--- config.mk ---
export PLATFORM = sky130hd
export DESIGN_NAME = local_net_iface
export DESIGN_NICKNAME = d
export VERILOG_FILES = /design/src/rtl/local_net_iface_pkg.sv /design/src/rtl/local_net_iface_sync_fifo.sv /design/src/rtl/local_net_iface.sv
export SDC_FILE = /design/constraint.sdc
export NUM_CORES = 1
export LEC_CHECK = 0
export ABC_AREA = 1
export BUFFER_PORTS_ARGS = -buffer_cell sky130_fd_sc_hd__buf_2
export CORE_AREA = 4 4 78 153
export CTS_BUF_LIST = sky130_fd_sc_hd__clkbuf_8
export DETAILED_ROUTE_END_ITERATION = 8
export DIE_AREA = 0 0 82 157
export HOLD_SLACK_MARGIN = 0.1
export PLACE_DENSITY = 0.72
export SYNTH_ARGS = -nofsm -noshare
export SYNTH_HDL_FRONTEND = slang
export SYNTH_SLANG_ARGS = --single-unit
--- constraint.sdc ---
create_clock -name clk -period 1.99 [get_ports clk]
set_input_delay 0.398 -clock clk [delete_from_list [all_inputs] [get_ports clk]]
set_output_delay 0.398 -clock clk [all_outputs]
set_load 0.005 [all_outputs]
--- src/rtl/local_net_iface_pkg.sv ---
// Shared types and helpers for the local network interface.
// Holds the injection FSM encoding, the default link width and the link transfer rule.
package local_net_iface_pkg;

  typedef enum logic {
    IDLE  = 1'b0,
    OFFER = 1'b1
  } inj_state_e;

  localparam int DATA_SIZE_DEF = 8;

  // A word crosses a fill/empty link on the edge where both sides agree.
  function automatic logic link_xfer(input logic fill, input logic empty);
    return fill & empty;
  endfunction

endpackage

--- src/rtl/local_net_iface_sync_fifo.sv ---
// Synchronous FIFO with read/write pointers and an occupancy count.
// Push is ignored when full and pop is ignored when empty.
module local_net_iface_sync_fifo #(
  parameter int data_size = 8,
  parameter int depth     = 4
) (
  input  logic                 clk,
  input  logic                 rst_n,
  input  logic                 push_i,
  input  logic                 pop_i,
  input  logic [data_size-1:0] din_i,
  output logic [data_size-1:0] dout_o,
  output logic                 full_o,
  output logic                 empty_o
);

  localparam int AW = (depth > 1) ? $clog2(depth) : 1;
  localparam int CW = $clog2(depth + 1);

  logic [data_size-1:0] mem_q [depth];
  logic [AW-1:0]        wr_ptr_q, wr_ptr_d;
  logic [AW-1:0]        rd_ptr_q, rd_ptr_d;
  logic [CW-1:0]        cnt_q, cnt_d;
  logic                 do_push, do_pop;

  assign full_o  = (cnt_q == CW'(depth));
  assign empty_o = (cnt_q == '0);
  assign do_push = push_i & ~full_o;
  assign do_pop  = pop_i & ~empty_o;
  assign dout_o  = mem_q[rd_ptr_q];

  always_comb begin
    wr_ptr_d = wr_ptr_q;
    rd_ptr_d = rd_ptr_q;
    cnt_d    = cnt_q;
    if (do_push) begin
      wr_ptr_d = (wr_ptr_q == AW'(depth - 1)) ? '0 : wr_ptr_q + AW'(1);
    end
    if (do_pop) begin
      rd_ptr_d = (rd_ptr_q == AW'(depth - 1)) ? '0 : rd_ptr_q + AW'(1);
    end
    case ({do_push, do_pop})
      2'b10:   cnt_d = cnt_q + CW'(1);
      2'b01:   cnt_d = cnt_q - CW'(1);
      default: cnt_d = cnt_q;
    endcase
  end

  always_ff @(posedge clk) begin
    if (!rst_n) begin
      wr_ptr_q <= '0;
      rd_ptr_q <= '0;
      cnt_q    <= '0;
    end else begin
      wr_ptr_q <= wr_ptr_d;
      rd_ptr_q <= rd_ptr_d;
      cnt_q    <= cnt_d;
    end
  end

  // Storage carries data only, so it is left out of reset.
  always_ff @(posedge clk) begin
    if (do_push) begin
      mem_q[wr_ptr_q] <= din_i;
    end
  end

endmodule

--- src/rtl/local_net_iface.sv ---
// Network interface between a processing element and a router local port.
// Injection FIFO plus offer FSM toward the router, ejection FIFO toward the PE, transfer counters.
module local_net_iface
  import local_net_iface_pkg::*;
#(
  parameter int data_size = DATA_SIZE_DEF,
  parameter int inj_depth = 4,
  parameter int ej_depth  = 4,
  parameter int cnt_size  = 16
) (
  input  logic                 clk,
  input  logic                 rst_n,
  input  logic                 pe_valid_i,
  input  logic [data_size-1:0] pe_data_i,
  output logic                 pe_ready_o,
  output logic                 pe_valid_o,
  output logic [data_size-1:0] pe_data_o,
  input  logic                 pe_ready_i,
  output logic                 r_fill_o,
  output logic [data_size-1:0] r_data_o,
  input  logic                 r_empty_i,
  input  logic                 r_fill_i,
  input  logic [data_size-1:0] r_data_i,
  output logic                 r_empty_o,
  output logic [cnt_size-1:0]  tx_cnt_o,
  output logic [cnt_size-1:0]  rx_cnt_o
);

  localparam int OW = $clog2(inj_depth + 1);

  inj_state_e           state_q;
  logic [OW-1:0]        inj_occ_q, inj_occ_d;
  logic [cnt_size-1:0]  tx_cnt_q, rx_cnt_q;

  logic                 inj_push, inj_pop, inj_full, inj_empty, inj_more;
  logic [data_size-1:0] inj_head;
  logic                 ej_push, ej_pop, ej_full, ej_empty;
  logic [data_size-1:0] ej_head;

  local_net_iface_sync_fifo #(
    .data_size (data_size),
    .depth     (inj_depth)
  ) u_inj_fifo (
    .clk     (clk),
    .rst_n   (rst_n),
    .push_i  (inj_push),
    .pop_i   (inj_pop),
    .din_i   (pe_data_i),
    .dout_o  (inj_head),
    .full_o  (inj_full),
    .empty_o (inj_empty)
  );

  local_net_iface_sync_fifo #(
    .data_size (data_size),
    .depth     (ej_depth)
  ) u_ej_fifo (
    .clk     (clk),
    .rst_n   (rst_n),
    .push_i  (ej_push),
    .pop_i   (ej_pop),
    .din_i   (r_data_i),
    .dout_o  (ej_head),
    .full_o  (ej_full),
    .empty_o (ej_empty)
  );

  assign pe_ready_o = ~inj_full;
  assign inj_push   = pe_valid_i & pe_ready_o;
  assign r_fill_o   = (state_q == OFFER);
  assign r_data_o   = r_fill_o ? inj_head : '0;
  assign inj_pop    = link_xfer(r_fill_o, r_empty_i);

  // Staying in OFFER after a pop needs to know whether a word is left behind,
  // which full/empty alone cannot tell, so occupancy is tracked here.
  assign inj_more = inj_push | (inj_occ_q > OW'(1));

  always_comb begin
    inj_occ_d = inj_occ_q;
    case ({inj_push, inj_pop})
      2'b10:   inj_occ_d = inj_occ_q + OW'(1);
      2'b01:   inj_occ_d = inj_occ_q - OW'(1);
      default: inj_occ_d = inj_occ_q;
    endcase
  end

  always_ff @(posedge clk) begin
    if (!rst_n) begin
      inj_occ_q <= '0;
    end else begin
      inj_occ_q <= inj_occ_d;
    end
  end

  always_ff @(posedge clk) begin
    if (!rst_n) begin
      state_q  <= IDLE;
      tx_cnt_q <= '0;
    end else begin
      case (state_q)
        IDLE: begin
          if (!inj_empty) begin
            state_q <= OFFER;
          end
        end
        OFFER: begin
          if (inj_pop) begin
            tx_cnt_q <= tx_cnt_q + cnt_size'(1);
            if (!inj_more) begin
              state_q <= IDLE;
            end
          end
        end
        default: state_q <= IDLE;
      endcase
    end
  end

  assign r_empty_o  = ~ej_full;
  assign ej_push    = link_xfer(r_fill_i, r_empty_o);
  assign pe_valid_o = ~ej_empty;
  assign ej_pop     = pe_valid_o & pe_ready_i;
  assign pe_data_o  = pe_valid_o ? ej_head : '0;

  always_ff @(posedge clk) begin
    if (!rst_n) begin
      rx_cnt_q <= '0;
    end else if (ej_push) begin
      rx_cnt_q <= rx_cnt_q + cnt_size'(1);
    end
  end

  assign tx_cnt_o = tx_cnt_q;
  assign rx_cnt_o = rx_cnt_q;

endmodule

==> results of run 1 <==
critical path, cell delays in order (launching register included):
cell and delay (ns):
dfxtp_2 0.35, nor2_4 0.05, nand2_2 0.06, buf_6 0.11, clkinvlp_4 0.20, a21oi_2 0.20
buf_2 0.14
Yosys cell counts:
| cell type | n |
|---|---|
| a21oi_2 | 1 |
| nand4_1 | 11 |
| nand2_2 | 9 |
| clkinv_1 | 1 |
| fa_1 | 2 |
| nor2_4 | 8 |
| o21ai_0 | 60 |
| nor3_1 | 6 |
| nand2_4 | 2 |
| a21oi_1 | 45 |
| a211oi_2 | 1 |
| edfxtp_1 | 64 |
| clkbuf_1 | 2 |
| nor2_2 | 2 |
| nand3_1 | 14 |
| clkbuf_2 | 2 |
| buf_2 | 6 |
| o21ai_1 | 2 |
| o211a_1 | 2 |
| nor2_1 | 129 |
| nand2_1 | 53 |
| inv_2 | 6 |
| clkinv_2 | 1 |
| ha_1 | 18 |
| a21boi_2 | 1 |
| buf_4 | 3 |
| inv_1 | 57 |
| a211oi_1 | 2 |
| nand3_2 | 2 |
| xor2_1 | 2 |
| dfxtp_1 | 54 |
| nor3b_1 | 1 |
| a31oi_1 | 1 |
per-stage QoR:
| stage | total power, mW | area (sq um) | setup TNS (ns) | cells |
|---|---|---|---|---|
| 6_report | 6.25 | 6330 | 0 | 825 |
| 5_1_grt | 6.61 | 6330 | -0.182 | 825 |
| 4_1_cts | 6.26 | 6300 | 0 | 824 |
| 3_5_place_dp | 4.25 | 5910 | -0.0104 | 791 |
| 3_3_place_gp | 4.17 | 5910 | 0 | 791 |
| 2_1_floorplan | 3.70 | 5270 | 0 | 570 |
how the worst max path moves through the flow:
stage,from,endpoint,slack [ns]
after CTS,u_ej_fifo.cnt_q[0],pe_data_o[7],0.007
after global placement,r_empty_i,u_inj_fifo.cnt_q[2],0.06
after detailed placement,r_empty_i,u_inj_fifo.cnt_q[2],-0.01
after floorplan,u_ej_fifo.cnt_q[0],u_ej_fifo.cnt_q[2],0.11
final,u_ej_fifo.cnt_q[1],pe_data_o[7],0.05
after global routing,u_ej_fifo.cnt_q[2],pe_data_o[7],-0.05
cells by family (layout without fill, tap and decap cells):
family	count (synthesis)	after routing	share of synthesized area [%]
buf+inv	78	193	5.98
flops	118	118	57.0
compound gates	115	115	11.6
simple gates	237	237	20.1
fa+ha+maj	20	20	5.03
xor+xnor	2	2	0.332
cell usage in the layout, fill, tap and decap left out, drive strengths merged, types with 2 or more instances in the layout:
cell type	instances
dfxtp	54
nand3	16
inv	64
clkbuf	17
a21oi	46
clkinvlp	6
nand4	11
o211a	2
a211oi	3
edfxtp	64
nor3	6
nor2	139
fa	2
xor2	2
clkinv	9
nand2	64
buf	96
ha	18
o21ai	62
what timing repair did:
item / CTS / global route
setup buffers: 1 / 1
setup endpoints to repair: 8 / 18
gates resized for setup: 6 / 12
pin swaps: 0 / 1
hold buffers: 0 / 0
state kept, by name, summed over array words and instances (netlist names), 2 cells and up, named ones only:
register,count
u_ej_fifo.rd_ptr_q,2
u_ej_fifo.mem_q,32
u_ej_fifo.cnt_q,3
rx_cnt_o,16
u_inj_fifo.mem_q,32
tx_cnt_o,16
u_inj_fifo.cnt_q,3
u_ej_fifo.wr_ptr_q,2
u_inj_fifo.wr_ptr_q,2
inj_occ_q,3
u_inj_fifo.rd_ptr_q,2
power breakdown:
group	switching, mW	internal (mW)	total, mW	leakage (nW)
combinational	0.827	0.563	1.39	1.36
clock	0.981	0.983	1.96	0.172
sequential	0.113	2.78	2.89	1.03
total	1.92	4.33	6.25	2.56
layer usage:
layer | global-route usage [%] | vias to the layer above
met5 | 0 | -
met4 | 9.83 | 0
met3 | 4.18 | 19
met2 | 35.4 | 103
met1 | 19.9 | 1996
li1 | - | 2101
final cells by class:
class | count | area (sq um)
flip-flops and latches | 118 | 3010
clock buffers | 17 | 234
well taps | 140 | 175
fillers | 970 | 4480
clock inverters | 15 | 130
inverters | 65 | 251
repair buffers | 96 | 554
multi-input cells | 374 | 1970
==> reports/metrics.csv, run 1 <==
stage;metric;value;unit
logic_synthesis;cell taking the most area after synthesis;edfxtp_1;
min_path;Hold Crit Start;pe_data_i[6];
power_and_ir_drop;maximum VDD drop;589;uV
worst_setup_path;internal reg-to-reg setup slack;0.13;ns
detailed_routing;wire length per cell;14.1;um
sta;worst setup margin;0.0508;ns
detailed_routing;via count;4219;
sta;final hold slack;0.185;ns
min_path;hold worst-path end;u_inj_fifo.mem_q[1][6];
placed_design;pre-CTS worst setup slack;-0.0104;ns
placed_design;I/O Buffers;73;
worst_setup_path;nature of the critical path startpoint;register;
clocking;Clock Tree Buf Depth;2;
worst_setup_path;WP data required;1.59;ns
detailed_routing;max layer used;met4;
clocking;Worst-Skew Late Latency;0.43;ns
clocking;clk slew on worst S/H paths;0.07;ns
power_and_ir_drop;P per Cell Area;988;nW/um^2
finish;Final Core Density;58.5;%
sta;Worst-Margin Slew;0.406;ns
logic_synthesis;Yosys reg bits;118;
die;row cnt;54;
detailed_routing;Initial DRC Count;143;
sta;setup violators final;0;
logic_synthesis;syn_area_per_cell;9.25;sq um
global_routing;initial antenna violation count;0;
sta;final hold vios;0;
die;DIE WIDTH;82;um
logic_synthesis;Post-Syn Area;5270;sq um
sta;Tmin final;1.94;ns
detailed_routing;final WL;11.7;mm
placed_design;routability cong.;0.870;
job;max-cap viol count;0;
worst_setup_path;Setup CP Type;register to output pin;
die;Core Region;10800;sq um
detailed_routing;DRC;0;
global_routing;gr ovfl total;0;
sta;Final Cycle Share;97.4;%
detailed_routing;Routed met3 length;429;um
global_routing;Tot GR Track Use;19.3;%
power_and_ir_drop;P_leak;2.56;nW
detailed_routing;via-per-instance ratio;5.11;
worst_setup_path;r2r endpoint;u_inj_fifo.cnt_q[2];
die;chip height;157;um
sta;RSZ-0062 raised after global routing;true;
clocking;cts bufs inserted;17;
logic_synthesis;Yosys warning count;0;
global_routing;first-pass GRT wire length;18.9;mm
detailed_routing;met2 WL post-DR;6.56;mm
clocking;CTS tree;yes;
finish;Area Overhead vs Synth;20.0;%
worst_setup_path;arrival time at the worst endpoint;1.54;ns
logic_synthesis;top cell type's share of synthesized area;36.5;%
global_routing;largest net degree at the start of global routing;42;
sta;Fmax achieved;0.516;GHz
logic_synthesis;ranking of synthesized cells by area;edfxtp_1 (36%), dfxtp_1 (21%), nor2_1 (9.2%);
logic_synthesis;Synth cell types;33;
logic_synthesis;synthesized instance count;570;
finish;ANT cells;0;
worst_setup_path;R2R depth;11;
die;initial core utilization;48.8;%
placed_design;dpl hpwl;8.52;mm
detailed_routing;M1 WL;4.41;mm
detailed_routing;drt pass-1 iters;4;
logic_synthesis;Syn Nets;612;
die;IO Pins;74;
sta;Slew Limit Fails;0;
min_path;Hold Path Depth;1;
run_status;status;complete, no violations;
die;Die Area;12900;sq um
finish;share of cells above drive strength 1;24.8;%
clocking;CTS sink cnt;118;
logic_synthesis;post-synthesis sequential area ratio;57.0;%
clocking;Root Buffer Master;clkbuf_8;
clocking;htree depth;4;
global_routing;vias in the first global route;4229;
sta;clk_skew;0.0103;ns
detailed_routing;ANT nets after route;0;
worst_setup_path;CP Max Fanout;8;
finish;# nets final;714;
sta;Slew Limit Headroom;72.9;%
worst_setup_path;RR Startpoint;u_inj_fifo.cnt_q[1];
worst_setup_path;crit end category;output pin;
min_path;Hold/Removal Path Class;input pin to register;
No activity file was read; power rests on OpenSTA's default activity.
==> inputs of run 2 (changes only) <==
SETUP_SLACK_MARGIN = 0.3   (was not set)
==> run 2 against run 1 <==
Net effect: clock power rose by 5%; die area did not move; critical path type unchanged; clock-buffer cell count rose by 2; sequential power rose by 1%; register-to-register slack improved by 0.12 ns; combinational power rose by 24%; non-clock buffer count rose by 12; highest routed layer unchanged; final cell count rose by 1.6%; sequential share of layout area fell by 2.5 points; global-route usage rose by 0.17 points; cell area rose by 6.4%.
==> reports/metrics.csv, run 2 (synthesized netlist as in run 1, its figures left out) <==
stage;metric;value;unit
worst_setup_path;Critical Path Max Stage Delay;0.36;ns
sta;RSZ-0062 raised after global routing;true;
detailed_routing;met2 WL post-DR;6.93;mm
placed_design;dpl hpwl;8.17;mm
sta;Final Cycle Share;95.3;%
global_routing;Tot GR Track Use;19.5;%
power_and_ir_drop;Clk network pwr share;30.6;%
sta;final hold vios;0;
worst_setup_path;R2R depth;10;
detailed_routing;via-per-instance ratio;5.13;
detailed_routing;drt pass-1 iters;4;
die;chip height;157;um
sta;Fmax achieved;0.527;GHz
run_status;status;complete, no violations;
worst_setup_path;WP data required;1.59;ns
global_routing;initial antenna violation count;0;
power_and_ir_drop;share of power burned in registers;43.6;%
detailed_routing;DRC;0;
worst_setup_path;CP Max Fanout;8;
power_and_ir_drop;switching power;2.13;mW
clocking;Worst-Skew Late Latency;0.43;ns
global_routing;vias in the first global route;4430;
sta;setup violators final;0;
worst_setup_path;Critical Path Slowest Stage Cell;dfxtp_4;
detailed_routing;via count;4302;
min_path;Hold Path Depth;1;
power_and_ir_drop;cell internal pwr;4.59;mW
clocking;CTS sink cnt;118;
sta;Worst-Margin Slew;0.426;ns
detailed_routing;max layer used;met4;
min_path;Hold/Removal Path Class;input pin to register;
power_and_ir_drop;switching share of total power;31.7;%
job;max-cap viol count;0;
die;IO Pins;74;
placed_design;I/O Buffers;73;
worst_setup_path;arrival time at the worst endpoint;1.50;ns
die;initial core utilization;48.8;%
detailed_routing;ANT nets after route;0;
clocking;clk slew on worst S/H paths;0.08;ns
die;Core Region;10800;sq um
power_and_ir_drop;P_leak;2.69;nW
die;row cnt;54;
finish;biggest regs;u_ej_fifo.mem_q (32), u_inj_fifo.mem_q (32);
global_routing;largest net degree at the start of global routing;42;
clocking;htree depth;4;
finish;share of cells above drive strength 1;32.5;%
sta;Slew Limit Headroom;71.6;%
global_routing;gr ovfl total;0;
finish;# nets final;727;
sta;clk_skew;0.0157;ns
sta;Slew Limit Fails;0;
global_routing;first-pass GRT wire length;19.3;mm
clocking;cts bufs inserted;17;
placed_design;routability cong.;0.861;
power_and_ir_drop;P per Cell Area;999;nW/um^2
worst_setup_path;Setup CP Type;register to output pin;
finish;ANT cells;0;
sta;final hold slack;0.174;ns
sta;Tmin final;1.90;ns
finish;commonest non-fill, non-tap cell in the layout;nor2_1;
worst_setup_path;nature of the critical path startpoint;register;
clocking;CTS tree;yes;
detailed_routing;Routed met3 length;523;um
finish;FILL cells;909;
clocking;Hold Buf Count CTS;0;
clocking;Root Buffer Master;clkbuf_8;
detailed_routing;final WL;12.1;mm
detailed_routing;Initial DRC Count;144;
power_and_ir_drop;maximum VDD drop;648;uV
power_and_ir_drop;combinational share of power;25.7;%
worst_setup_path;worst path cell trace;clkinvlp_4 > nor2_1 > o21ai_1 > a21oi_1 > buf_2;
die;DIE WIDTH;82;um
worst_setup_path;crit end category;output pin;
detailed_routing;wire length per cell;14.4;um
clocking;Clock Tree Buf Depth;2;
detailed_routing;M1 WL;4.30;mm
finish;commonest cells after routing, fill and taps aside;nor2_1 (114), buf_2 (72), edfxtp_1 (64), nand2_1 (50), inv_1 (47);
finish;Final Core Density;62.3;%
finish;Area Overhead vs Synth;27.7;%
die;Die Area;12900;sq um
==> run 2: worst paths after layout <==
path | endpoint | slack, ns | from
setup / recovery | r_data_o[5] | 0.09 | register
hold reg to reg | rx_cnt_o[4] | 0.47 | rx_cnt_o[4]
setup reg to reg | u_ej_fifo.cnt_q[2] | 0.25 | u_ej_fifo.cnt_q[1]
hold / removal | u_ej_fifo.mem_q[1][0] | 0.17 | r_data_i[0]
==> run 2: layer usage <==
metal  vias to the layer above  track usage, %
met2                       108            36.1
met5                         -               0
li1                       2132               -
met4                         0            9.98
met1                      2030            19.2
met3                        32            4.93
==> run 2: final cells by class <==
| class | instances | area [sq um] | share of cell area, % |
|---|---|---|---|
| Multi-Input combinational cell | 374 | 2170 | 32.3 |
| Timing Repair Buffer | 108 | 672 | 9.98 |
| Sequential cell | 118 | 3030 | 45.1 |
| Inverter | 65 | 279 | 4.14 |
| Clock buffer | 19 | 262 | 3.88 |
| Clock inverter | 13 | 121 | 1.80 |
| Timing Repair inverter | 1 | 16.3 | 0.242 |
| Tap cell | 140 | 175 | 2.60 |
==> run 2: what timing repair did <==
item                                    in CTS  in global routing
resized for setup                           46                 64
pin swaps                                   23                 34
gates cloned                                 0                  1
buffers inserted                             8                 10
endpoints found under the setup margin      20                 21
==> run 2: worst max-delay path, delay by kind of cell, from the launching register on <==
| family | cells | cell delay [ns] |
|---|---|---|
| compound gates | 2 | 0.23 |
| buf+inv | 2 | 0.32 |
| flops | 1 | 0.36 |
| simple gates | 1 | 0.15 |
==> run 2: stage by stage <==
step / power [mW] / TNS [ns] / instances / instance area [sq um] / worst slack [ns]
floorplan: 3.74 / 0 / 570 / 5320 / 0.260
detailed placement: 4.21 / 0 / 787 / 5910 / 0.143
finish: 6.72 / 0 / 838 / 6730 / 0.0926
global placement: 4.15 / 0 / 787 / 5910 / 0.145
global route: 7.10 / -0.0299 / 838 / 6730 / -0.0286
CTS: 6.42 / 0 / 827 / 6430 / 0.0720
==> run 2: power by group through the flow <==
stage | clock network (mW) | logic [mW] | registers (mW)
2_1_floorplan | 0 | 0.832 | 2.91
4_1_cts | 2.10 | 1.40 | 2.91
3_5_place_dp | 0 | 1.26 | 2.95
6_report | 2.06 | 1.73 | 2.93
5_1_grt | 2.24 | 1.92 | 2.95
3_3_place_gp | 0 | 1.22 | 2.93
==> inputs of run 3 (changes only) <==
CTS_BUF_LIST = sky130_fd_sc_hd__clkbuf_16   (was sky130_fd_sc_hd__clkbuf_8)
==> run 3 against run 2 <==
Net effect: combinational power is 3% lower; global-route usage is 0.082 points higher; via count is 0.46% lower; critical path type unchanged; register-to-register slack hardly changed; largest cell class unchanged; clock power is 36% higher; flip-flop and latch count stayed put; cell area is 0.95% higher; power is 9.9% higher; core utilization is 0.59 points higher; clock skew is 0.0067 ns lower; die area stayed put; critical endpoint is now r_data_o[0]; clock-buffer cell count is 2 lower.
==> reports/metrics.csv, run 3 (synthesized netlist as in run 1, its figures left out) <==
stage;metric;value;unit
sta;Slew Limit Headroom;71.4;%
worst_setup_path;internal reg-to-reg setup slack;0.26;ns
power_and_ir_drop;combinational share of power;22.6;%
finish;Final Non-Filler Cells;834;
die;IO Pins;74;
sta;Slew Limit Fails;0;
run_status;status;complete, no violations;
finish;biggest regs;u_ej_fifo.mem_q (32), u_inj_fifo.mem_q (32);
min_path;Hold/Removal Path Class;input pin to register;
power_and_ir_drop;maximum VDD drop;623;uV
detailed_routing;drt pass-1 iters;6;
finish;FILL cells;898;
power_and_ir_drop;Clk network pwr share;37.8;%
die;initial core utilization;48.8;%
worst_setup_path;Critical Path Max Stage Delay;0.38;ns
clocking;Clock Tree Buf Depth;2;
finish;Area Overhead vs Synth;28.9;%
sta;worst setup margin;0.128;ns
die;Die Area;12900;sq um
sta;Tmin final;1.86;ns
worst_setup_path;worst path cell trace;buf_4 > nor2_1 > nor2_1 > o21ai_0 > a21oi_1 > buf_2;
finish;commonest non-fill, non-tap cell in the layout;nor2_1;
detailed_routing;DRC;0;
sta;RSZ-0062 raised after global routing;true;
sta;Worst-Margin Slew;0.429;ns
worst_setup_path;RR Startpoint;u_inj_fifo.cnt_q[2];
global_routing;initial antenna violation count;0;
clocking;cts bufs inserted;17;
sta;final hold vios;0;
worst_setup_path;Critical Path Slowest Stage Cell;dfxtp_4;
power_and_ir_drop;switching share of total power;29.3;%
clocking;Root Buffer Master;clkbuf_16;
sta;clk_skew;0.00901;ns
global_routing;gr ovfl total;0;
sta;Fmax achieved;0.537;GHz
power_and_ir_drop;share of power burned in registers;39.5;%
clocking;htree depth;4;
clocking;CTS sink cnt;118;
die;chip height;157;um
global_routing;Tot GR Track Use;19.6;%
power_and_ir_drop;P per Cell Area;1090;nW/um^2
clocking;Worst-Skew Late Latency;0.40;ns
sta;TNS Setup;0;ns
sta;Final Cycle Share;93.5;%
die;row cnt;54;
detailed_routing;via count;4282;
finish;Finished Cell Area;6800;sq um
detailed_routing;ANT nets after route;0;
global_routing;vias in the first global route;4495;
placed_design;pre-CTS worst setup slack;0.143;ns
worst_setup_path;crit end category;output pin;
sta;setup violators final;0;
worst_setup_path;nature of the critical path startpoint;register;
placed_design;Placed Instances;787;
detailed_routing;wire length per cell;14.3;um
clocking;CTS tree;yes;
worst_setup_path;Setup CP Type;register to output pin;
die;DIE WIDTH;82;um
worst_setup_path;WP data required;1.59;ns
finish;sequential cell area;3030;sq um
placed_design;routability cong.;0.861;
global_routing;largest net degree at the start of global routing;42;
worst_setup_path;crit path capture;r_data_o[0];
detailed_routing;via-per-instance ratio;5.13;
finish;Multi-input gate area;2110;sq um
worst_setup_path;CP Max Fanout;6;
clocking;clk slew on worst S/H paths;0.06;ns
detailed_routing;final WL;11.9;mm
finish;# nets final;723;
worst_setup_path;Worst path most repeated cell;nor2_1;
global_routing;first-pass GRT wire length;19.5;mm
power_and_ir_drop;switching power;2.17;mW
finish;share of cells above drive strength 1;30.7;%
worst_setup_path;R2R depth;11;
worst_setup_path;arrival time at the worst endpoint;1.46;ns
placed_design;I/O Buffers;73;
placed_design;dpl hpwl;8.17;mm
detailed_routing;Initial DRC Count;134;
finish;ANT cells;0;
worst_setup_path;r2r endpoint;u_inj_fifo.cnt_q[2];
die;Core Region;10800;sq um
power_and_ir_drop;P_leak;2.72;nW
finish;commonest cells after routing, fill and taps aside;nor2_1 (122), buf_2 (73), edfxtp_1 (64), nand2_1 (50), inv_1 (48);
power_and_ir_drop;cell internal pwr;5.22;mW
placed_design;Placed Area;5910;sq um
job;max-cap viol count;0;
-- run 3: worst min path at each step --
| stage | startpoint | cells past startpoint | to |
|---|---|---|---|
| 6_report | r_data_i[0] | 1 | u_ej_fifo.mem_q[1][0] |
| 3_5_place_dp | rx_cnt_o[4] | 2 | rx_cnt_o[4] |
| 3_3_place_gp | inj_occ_q[2] | 2 | inj_occ_q[2] |
| 2_1_floorplan | inj_occ_q[2] | 2 | inj_occ_q[2] |
| 5_1_grt | pe_data_i[6] | 1 | u_inj_fifo.mem_q[1][6] |
| 4_1_cts | r_data_i[0] | 1 | u_ej_fifo.mem_q[3][0] |
-- run 3: metal layers --
layer | vias up | track usage (%) | part of all wire, %
met2 | 109 | 36.7 | 58
met5 | - | 0 | 0
met3 | 22 | 4.30 | 4.1
li1 | 2122 | - | -
met4 | 0 | 9.51 | 2.0
met1 | 2029 | 19.5 | 36
-- run 3: metrics by stage --
step	utilization [%]	hold slack [ns]	power, mW
CTS	61.1	0.195	7.18
global route	62.9	0.201	7.79
finish	62.9	0.207	7.39
global placement	54.7	0.449	4.15
floorplan	-	0.440	3.74
detailed placement	54.7	0.463	4.21
-- run 3: layout make-up --
type | count | share of cell area [%]
clock inverters | 15 | 1.90
repair buffers | 105 | 9.30
multi-input cells | 374 | 31.1
well taps | 140 | 2.58
clock buffers | 17 | 6.26
inverters | 65 | 4.25
flip-flops and latches | 118 | 44.7
-- run 3: worst max-delay path: cells and delay by family (launching register included) --
kind / cells / cell delay (ns)
and+or+nand+nor: 2 / 0.13
buffers and inverters: 2 / 0.29
AOI/OAI and AO/OA: 2 / 0.28
DFF: 1 / 0.38
-- run 3: repair_timing --
item | in CTS | in global routing
pin swaps | 23 | 23
gates resized for setup | 46 | 43
setup endpoints to repair | 20 | 21
hold buffers | 0 | 0
buffers inserted | 9 | 6
-- run 3: power groups by stage --
stage	Clock, mW	Combinational [mW]	Sequential (mW)
final	2.80	1.67	2.92
after global routing	2.98	1.87	2.94
after CTS	2.84	1.42	2.92
after detailed placement	0	1.26	2.95
after global placement	0	1.22	2.93
after floorplan	0	0.832	2.91
